--- config.mk ---
export PLATFORM = sky130hd
export DESIGN_NAME = punc_mc_datapath
export DESIGN_NICKNAME = d
export VERILOG_FILES = /design/src/rtl/punc_pkg.sv /design/src/rtl/punc_regfile.sv /design/src/rtl/punc_mc_datapath.sv
export SDC_FILE = /design/constraint.sdc
export NUM_CORES = 1
export LEC_CHECK = 0
export ABC_CLOCK_PERIOD_IN_PS = 8300
export BUFFER_PORTS_ARGS = -buffer_cell sky130_fd_sc_hd__buf_2
export CAP_MARGIN = 20
export CORE_AREA = 2 2 211 213
export DETAILED_ROUTE_END_ITERATION = 6
export DIE_AREA = 0 0 213 215
export SLEW_MARGIN = 10
export SYNTH_ARGS = -nofsm -noshare
export SYNTH_HDL_FRONTEND = slang
export SYNTH_SLANG_ARGS = --single-unit
--- constraint.sdc ---
create_clock -name clk -period 8.3 [get_ports clk]
set_clock_uncertainty 0.1 [all_clocks]
set_input_delay 1.245 -clock clk [delete_from_list [all_inputs] [get_ports clk]]
set_output_delay 1.245 -clock clk [all_outputs]
set_load 0.02 [all_outputs]
--- src/rtl/punc_pkg.sv ---
// Shared encodings for the PUNC multi-cycle datapath: opcodes, FSM states, condition codes.
package punc_pkg;

  typedef enum logic [3:0] {
    OP_NOP   = 4'd0,
    OP_FETCH = 4'd1,
    OP_ADD   = 4'd2,
    OP_AND   = 4'd3,
    OP_NOT   = 4'd4,
    OP_LEA   = 4'd5,
    OP_LD    = 4'd6,
    OP_LDR   = 4'd7,
    OP_LDI   = 4'd8,
    OP_ST    = 4'd9,
    OP_STR   = 4'd10,
    OP_BR    = 4'd11,
    OP_JMP   = 4'd12,
    OP_JSR   = 4'd13
  } op_e;

  typedef enum logic [1:0] {
    S_IDLE = 2'd0,
    S_MEM  = 2'd1,
    S_MEM2 = 2'd2
  } state_e;

  localparam logic [2:0] NZP_N = 3'b100;
  localparam logic [2:0] NZP_Z = 3'b010;
  localparam logic [2:0] NZP_P = 3'b001;

  // Ops that leave IDLE and run a memory transfer.
  function automatic logic is_mem_op(input logic [3:0] op);
    return (op == OP_FETCH) || (op == OP_LD) || (op == OP_LDR) ||
           (op == OP_LDI) || (op == OP_ST) || (op == OP_STR);
  endfunction

endpackage

--- src/rtl/punc_regfile.sv ---
// Register file: two operand reads, one debug read, one write; reads return pre-write value.
module punc_regfile #(
  parameter int WIDTH = 16,
  parameter int NREGS = 8
) (
  input  logic                     clk,
  input  logic                     rst,
  input  logic [$clog2(NREGS)-1:0] ra1,
  input  logic [$clog2(NREGS)-1:0] ra2,
  output logic [WIDTH-1:0]         rd1,
  output logic [WIDTH-1:0]         rd2,
  input  logic [$clog2(NREGS)-1:0] dbg_addr,
  output logic [WIDTH-1:0]         dbg_data,
  input  logic                     we,
  input  logic [$clog2(NREGS)-1:0] wa,
  input  logic [WIDTH-1:0]         wd
);

  logic [NREGS-1:0][WIDTH-1:0] regs;

  assign rd1      = regs[ra1];
  assign rd2      = regs[ra2];
  assign dbg_data = regs[dbg_addr];

  // Single write port; async clear of the whole array.
  always_ff @(posedge clk or negedge rst) begin
    if (!rst) regs <= '0;
    else if (we) regs[wa] <= wd;
  end

endmodule

--- src/rtl/punc_mc_datapath.sv ---
// PUNC multi-cycle datapath: single-cycle ALU/control ops, multi-cycle memory ops over a req/ack bus.
module punc_mc_datapath import punc_pkg::*; #(
  parameter int               WIDTH  = 16,
  parameter int               NREGS  = 8,
  parameter logic [WIDTH-1:0] PC_RST = '0
) (
  input  logic                     clk,
  input  logic                     rst,
  input  logic                     cmd_valid,
  output logic                     cmd_ready,
  input  logic [3:0]               cmd_op,
  input  logic [$clog2(NREGS)-1:0] cmd_dst,
  input  logic [$clog2(NREGS)-1:0] cmd_src1,
  input  logic [$clog2(NREGS)-1:0] cmd_src2,
  input  logic [WIDTH-1:0]         cmd_imm,
  input  logic                     cmd_imm_sel,
  output logic                     done,
  output logic [2:0]               nzp,
  output logic [WIDTH-1:0]         ir,
  output logic                     mem_req,
  output logic                     mem_we,
  output logic [WIDTH-1:0]         mem_addr,
  output logic [WIDTH-1:0]         mem_wdata,
  input  logic [WIDTH-1:0]         mem_rdata,
  input  logic                     mem_ack,
  input  logic [$clog2(NREGS)-1:0] rf_debug_addr,
  output logic [WIDTH-1:0]         rf_debug_data,
  output logic [WIDTH-1:0]         pc_debug_data
);

  localparam int AW = $clog2(NREGS);

  state_e           state, state_nx;
  logic [WIDTH-1:0] pc;
  logic [3:0]       pend_op;
  logic [AW-1:0]    pend_dst;
  logic [WIDTH-1:0] rd1, rd2, opb, pc_imm, maddr, rf_wd;
  logic [AW-1:0]    rf_wa;
  logic             rf_we, set_cc, accept, xfer, load_done;

  function automatic logic [2:0] cc(input logic [WIDTH-1:0] v);
    if (v[WIDTH-1]) return NZP_N;
    if (v == '0)    return NZP_Z;
    return NZP_P;
  endfunction

  assign cmd_ready     = (state == S_IDLE);
  assign accept        = cmd_valid && cmd_ready;
  assign xfer          = mem_req && mem_ack;
  assign opb           = cmd_imm_sel ? cmd_imm : rd2;
  assign pc_imm        = pc + cmd_imm;
  assign pc_debug_data = pc;
  assign load_done     = xfer && ((state == S_MEM2) ||
                         ((state == S_MEM) && ((pend_op == OP_LD) || (pend_op == OP_LDR))));

  punc_regfile #(.WIDTH(WIDTH), .NREGS(NREGS)) u_rf (
    .clk      (clk),
    .rst      (rst),
    .ra1      (cmd_src1),
    .ra2      (cmd_src2),
    .rd1      (rd1),
    .rd2      (rd2),
    .dbg_addr (rf_debug_addr),
    .dbg_data (rf_debug_data),
    .we       (rf_we),
    .wa       (rf_wa),
    .wd       (rf_wd)
  );

  // Register write port: ALU/LEA/JSR results at accept, load data at the final ack.
  always_comb begin
    rf_we  = 1'b0;
    rf_wa  = cmd_dst;
    rf_wd  = mem_rdata;
    set_cc = 1'b0;
    if (accept) begin
      case (cmd_op)
        OP_ADD:  begin rf_we = 1'b1; rf_wd = rd1 + opb; set_cc = 1'b1; end
        OP_AND:  begin rf_we = 1'b1; rf_wd = rd1 & opb; set_cc = 1'b1; end
        OP_NOT:  begin rf_we = 1'b1; rf_wd = ~rd1;      set_cc = 1'b1; end
        OP_LEA:  begin rf_we = 1'b1; rf_wd = pc_imm; end
        OP_JSR:  begin rf_we = 1'b1; rf_wa = AW'(NREGS-1); rf_wd = pc; end
        default: ;
      endcase
    end else if (load_done) begin
      rf_we  = 1'b1;
      rf_wa  = pend_dst;
      set_cc = 1'b1;
    end
  end

  // First memory address for the accepted op.
  always_comb begin
    case (cmd_op)
      OP_FETCH:       maddr = pc;
      OP_LDR, OP_STR: maddr = rd1 + cmd_imm;
      default:        maddr = pc_imm;
    endcase
  end

  // FSM next state: IDLE -> MEM [-> MEM2 for LDI] -> IDLE on acks.
  always_comb begin
    state_nx = state;
    case (state)
      S_IDLE:  if (accept && is_mem_op(cmd_op)) state_nx = S_MEM;
      S_MEM:   if (xfer) state_nx = (pend_op == OP_LDI) ? S_MEM2 : S_IDLE;
      S_MEM2:  if (xfer) state_nx = S_IDLE;
      default: state_nx = S_IDLE;
    endcase
  end

  // FSM state register.
  always_ff @(posedge clk or negedge rst) begin
    if (!rst) state <= S_IDLE;
    else      state <= state_nx;
  end

  // PC, IR, condition codes, done pulse and memory bus registers.
  always_ff @(posedge clk or negedge rst) begin
    if (!rst) begin
      pc        <= PC_RST;
      ir        <= '0;
      nzp       <= NZP_Z;
      done      <= 1'b0;
      mem_req   <= 1'b0;
      mem_we    <= 1'b0;
      mem_addr  <= '0;
      mem_wdata <= '0;
      pend_op   <= OP_NOP;
      pend_dst  <= '0;
    end else begin
      done <= 1'b0;
      if (set_cc) nzp <= cc(rf_wd);
      case (state)
        S_IDLE: if (accept) begin
          pend_op  <= cmd_op;
          pend_dst <= cmd_dst;
          if (is_mem_op(cmd_op)) begin
            mem_req   <= 1'b1;
            mem_we    <= (cmd_op == OP_ST) || (cmd_op == OP_STR);
            mem_addr  <= maddr;
            mem_wdata <= rd2;
          end else begin
            done <= 1'b1;
            case (cmd_op)
              OP_BR:   if (|(cmd_dst[2:0] & nzp)) pc <= pc_imm;
              OP_JMP:  pc <= rd1;
              OP_JSR:  pc <= cmd_imm_sel ? pc_imm : rd1;
              default: ;
            endcase
          end
        end
        S_MEM: if (xfer) begin
          if (pend_op == OP_LDI) begin
            mem_addr <= mem_rdata;
          end else begin
            mem_req <= 1'b0;
            mem_we  <= 1'b0;
            done    <= 1'b1;
            if (pend_op == OP_FETCH) begin
              ir <= mem_rdata;
              pc <= pc + WIDTH'(1);
            end
          end
        end
        S_MEM2: if (xfer) begin
          mem_req <= 1'b0;
          done    <= 1'b1;
        end
        default: ;
      endcase
    end
  end

endmodule

==> results.py <==
metrics = {
    "power": {
        "power.density_nw_per_um2": 394,
        "power.total_mw": 6.78,
        "p_leak_nw": 7.31,
        "peakVddDrop_uv": 167,
    },
    "sta": {
        "setup_violations": 0,
        "fmax_mhz": 166,
        "relSlewSlack_pct": 24.2,
        "tightestPinTransition_ns": 1.14,
        "finalHoldViolations": 0,
        "slew_violations": 0,
        "min_period_ns": 6.03,
        "period_share_pct": 72.7,
        "layout_setup_ws_ns": 2.27,
        "rsz0062_at_grt": "no",
        "tns_ns": 0,
    },
    "final_layout": {
        "fillers": 4140,
        "multi_input_area_um2": 9460,
        "mostFrequentLayoutCells": "mux2_2, dfrtp_1, buf_2",
        "final_common_cell": "mux2_2",
        "drive_above_1_share_pct": 35.5,
        "syn2layout_area_growth_pct": 13.8,
        "diodes": 0,
        "num-nets-final": 1576,
        "stdcell_count": 2080,
        "register_area_um2": 5180,
    },
    "place": {
        "dp_cells": 2033,
        "port-buffer-count": 139,
        "pre_cts_ws_ns": 1.73,
        "dpl.hpwl_um": 34800,
        "gp_congestion": 0.891,
    },
    "clocking": {
        "cts_root_buf": "clkbuf_16",
        "cts-buffers-inserted": 25,
        "cts_tree": "yes",
        "cts_hold_buf": 0,
        "clk_pin_slew_ns": 0.06,
        "ctsHtreeMaxLevel": 1,
        "clock_path_buffers": 3,
        "clk_latency_ns": 0.54,
        "cts_resized": 0,
        "postCtsSetupRepairBufs": 0,
        "clock-sinks": 207,
    },
    "critical_path": {
        "crit_arrival_ns": 6.37,
        "cp_max_fo": 18,
        "path_class": "input port to flip-flop",
        "cp-end-kind": "flip-flop",
        "required_ns": 8.63,
        "worstSetupStartpoint": "cmd_src2[0]",
        "r2r-start": "u_rf.regs[96]",
        "cp-start-kind": "input port",
    },
    "global_route": {
        "grt_overflow": 0,
        "grt_pass1_vias": 11900,
        "grt_max_degree": 97,
        "track_usage_pct": 20.4,
        "antenna_found_initial": 1,
        "grt_pass1_wl_um": 72600,
    },
    "synthesis": {
        "synth_seq_cells": 207,
        "syn_area_per_cell_um2": 11.0,
        "synth_edf_count": 0,
        "syn_inst": 1368,
        "synth_cell_types": 89,
        "yosysWarnings": 0,
        "synthesis.area_um2": 15100,
        "synth_nets": 1475,
        "synth-main-ff-cell": "dfrtp_1",
        "yosysSeqAreaShare_pct": 34.3,
        "synthArstFlopShare_pct": 100,
    },
    "floorplanning": {
        "die-area_um2": 45800,
        "coreArea_um2": 43600,
        "die_height_um": 215,
        "initial_core_util_pct": 34.6,
        "rows": 77,
        "die_w_um": 213,
        "io_pins": 140,
    },
    "route": {
        "drt-vias-per-instance": 5.81,
        "num_vias": 12100,
        "avgRoutedWirePerCell_um": 22.7,
        "drc": 0,
        "drt-initial-drc-count": 1286,
        "ant_nets": 0,
        "dr.pass1.iters": 6,
        "drt-total-wl_um": 47100,
    },
    "hold_path": {
        "hp-class": "flip-flop to flip-flop",
        "hp-start": "mem_addr[0]",
    },
    "flow_run": {
        "maxCapViolations": 0,
    },
    "run_status": {
        "status": "finished clean",
    },
}
-- critical path: stages --
cell and delay, ns:
buf_2 0.45, buf_4 0.46, mux4_2 0.54, mux2_2 0.32
mux2i_1 0.23, fa_1 0.26, xor2_1 0.17, o22ai_1 0.11
a2111oi_2 0.41, a2bb2oi_2 0.19, or3_1 0.39, or4_1 0.45
or4_1 0.42, or4_1 0.46, o31ai_1 0.24
-- final timing paths --
path / to / slack (ns) / cells past startpoint
min in group asynchronous: pc_debug_data[0] / 0.65 / 1
max in group asynchronous: u_rf.regs[92] / 6.04 / 2
worst min register to register: mem_addr[0] / 0.37 / 2
worst min-delay path: mem_addr[0] / 0.37 / 2
worst max register to register: nzp[1] / 3.32 / 15
worst max-delay path: nzp[1] / 2.27 / 15
-- per-layer routing --
layer	wire length, um	track usage [%]	up-vias	part of all wire [%]
met5	7	0	-	0.015
met4	1190	5.50	2	2.5
met3	2860	2.84	71	6.1
met2	22500	33.9	427	48
met1	20500	27.8	6109	44
li1	-	-	5475	-
-- logic make-up (layout without fill, tap and decap cells) --
logic type / after synthesis / after routing / synth area share [%]
compound gates: 298 / 298 / 13.8
buf+inv: 110 / 230 / 3.16
flops: 207 / 207 / 34.3
simple gates: 328 / 328 / 10.9
fa+ha+maj: 54 / 54 / 4.63
mux: 338 / 338 / 31.3
xor+xnor: 33 / 33 / 1.92
-- where the power goes --
| group | leakage, nW | total (mW) | internal [mW] | switching (mW) |
|---|---|---|---|---|
| Clock | 0.403 | 1.11 | 0.673 | 0.438 |
| Combinational | 4.36 | 3.65 | 1.68 | 1.96 |
| Sequential | 2.55 | 2.02 | 1.51 | 0.508 |
| Total | 7.31 | 6.78 | 3.87 | 2.91 |
-- synth_stat cells, types with 15 or more instances --
cell	instances	share of area, %
nor3_1	19	0.63
clkbuf_1	61	1.5
a22oi_1	22	1.1
nand2_1	89	2.2
xnor2_1	20	1.2
ha_1	51	4.2
a21o_1	15	0.75
nand3_1	29	0.96
mux4_2	85	13
dfrtp_1	206	34
and3_1	19	0.79
mux2i_1	37	2.5
o21ai_0	53	1.8
nor2_1	84	2.1
inv_1	24	0.60
mux2_2	216	16
a21oi_1	70	2.3
nor2b_1	20	0.83
-- state kept, by name, summed over array words and instances (netlist names), 2 cells and up --
signal         flops
pend_dst           3
pc_debug_data     16
mem_wdata         16
nzp                3
pend_op            4
state              2
mem_addr          16
ir                16
u_rf.regs        128
-- per-stage QoR --
step                      hold slack [ns]  util (%)  cell area, um2
after floorplan                     0.346         -           15100
after global placement              0.356      37.4           16300
after detailed placement            0.367      37.4           16300
after CTS                           0.380      39.3           17200
after global routing                0.400      39.4           17200
final                               0.374      39.4           17200
-- final cells by class --
| class | instances | share of cell area (%) |
|---|---|---|
| flip-flops and latches | 207 | 30.2 |
| well taps | 592 | 4.31 |
| multi-input cells | 1051 | 55.1 |
| clock buffers | 40 | 4.32 |
| repair buffers | 160 | 5.05 |
| clock inverters | 6 | 0.525 |
| inverters | 24 | 0.525 |
Note: power is estimated with default switching activity, not from simulation.
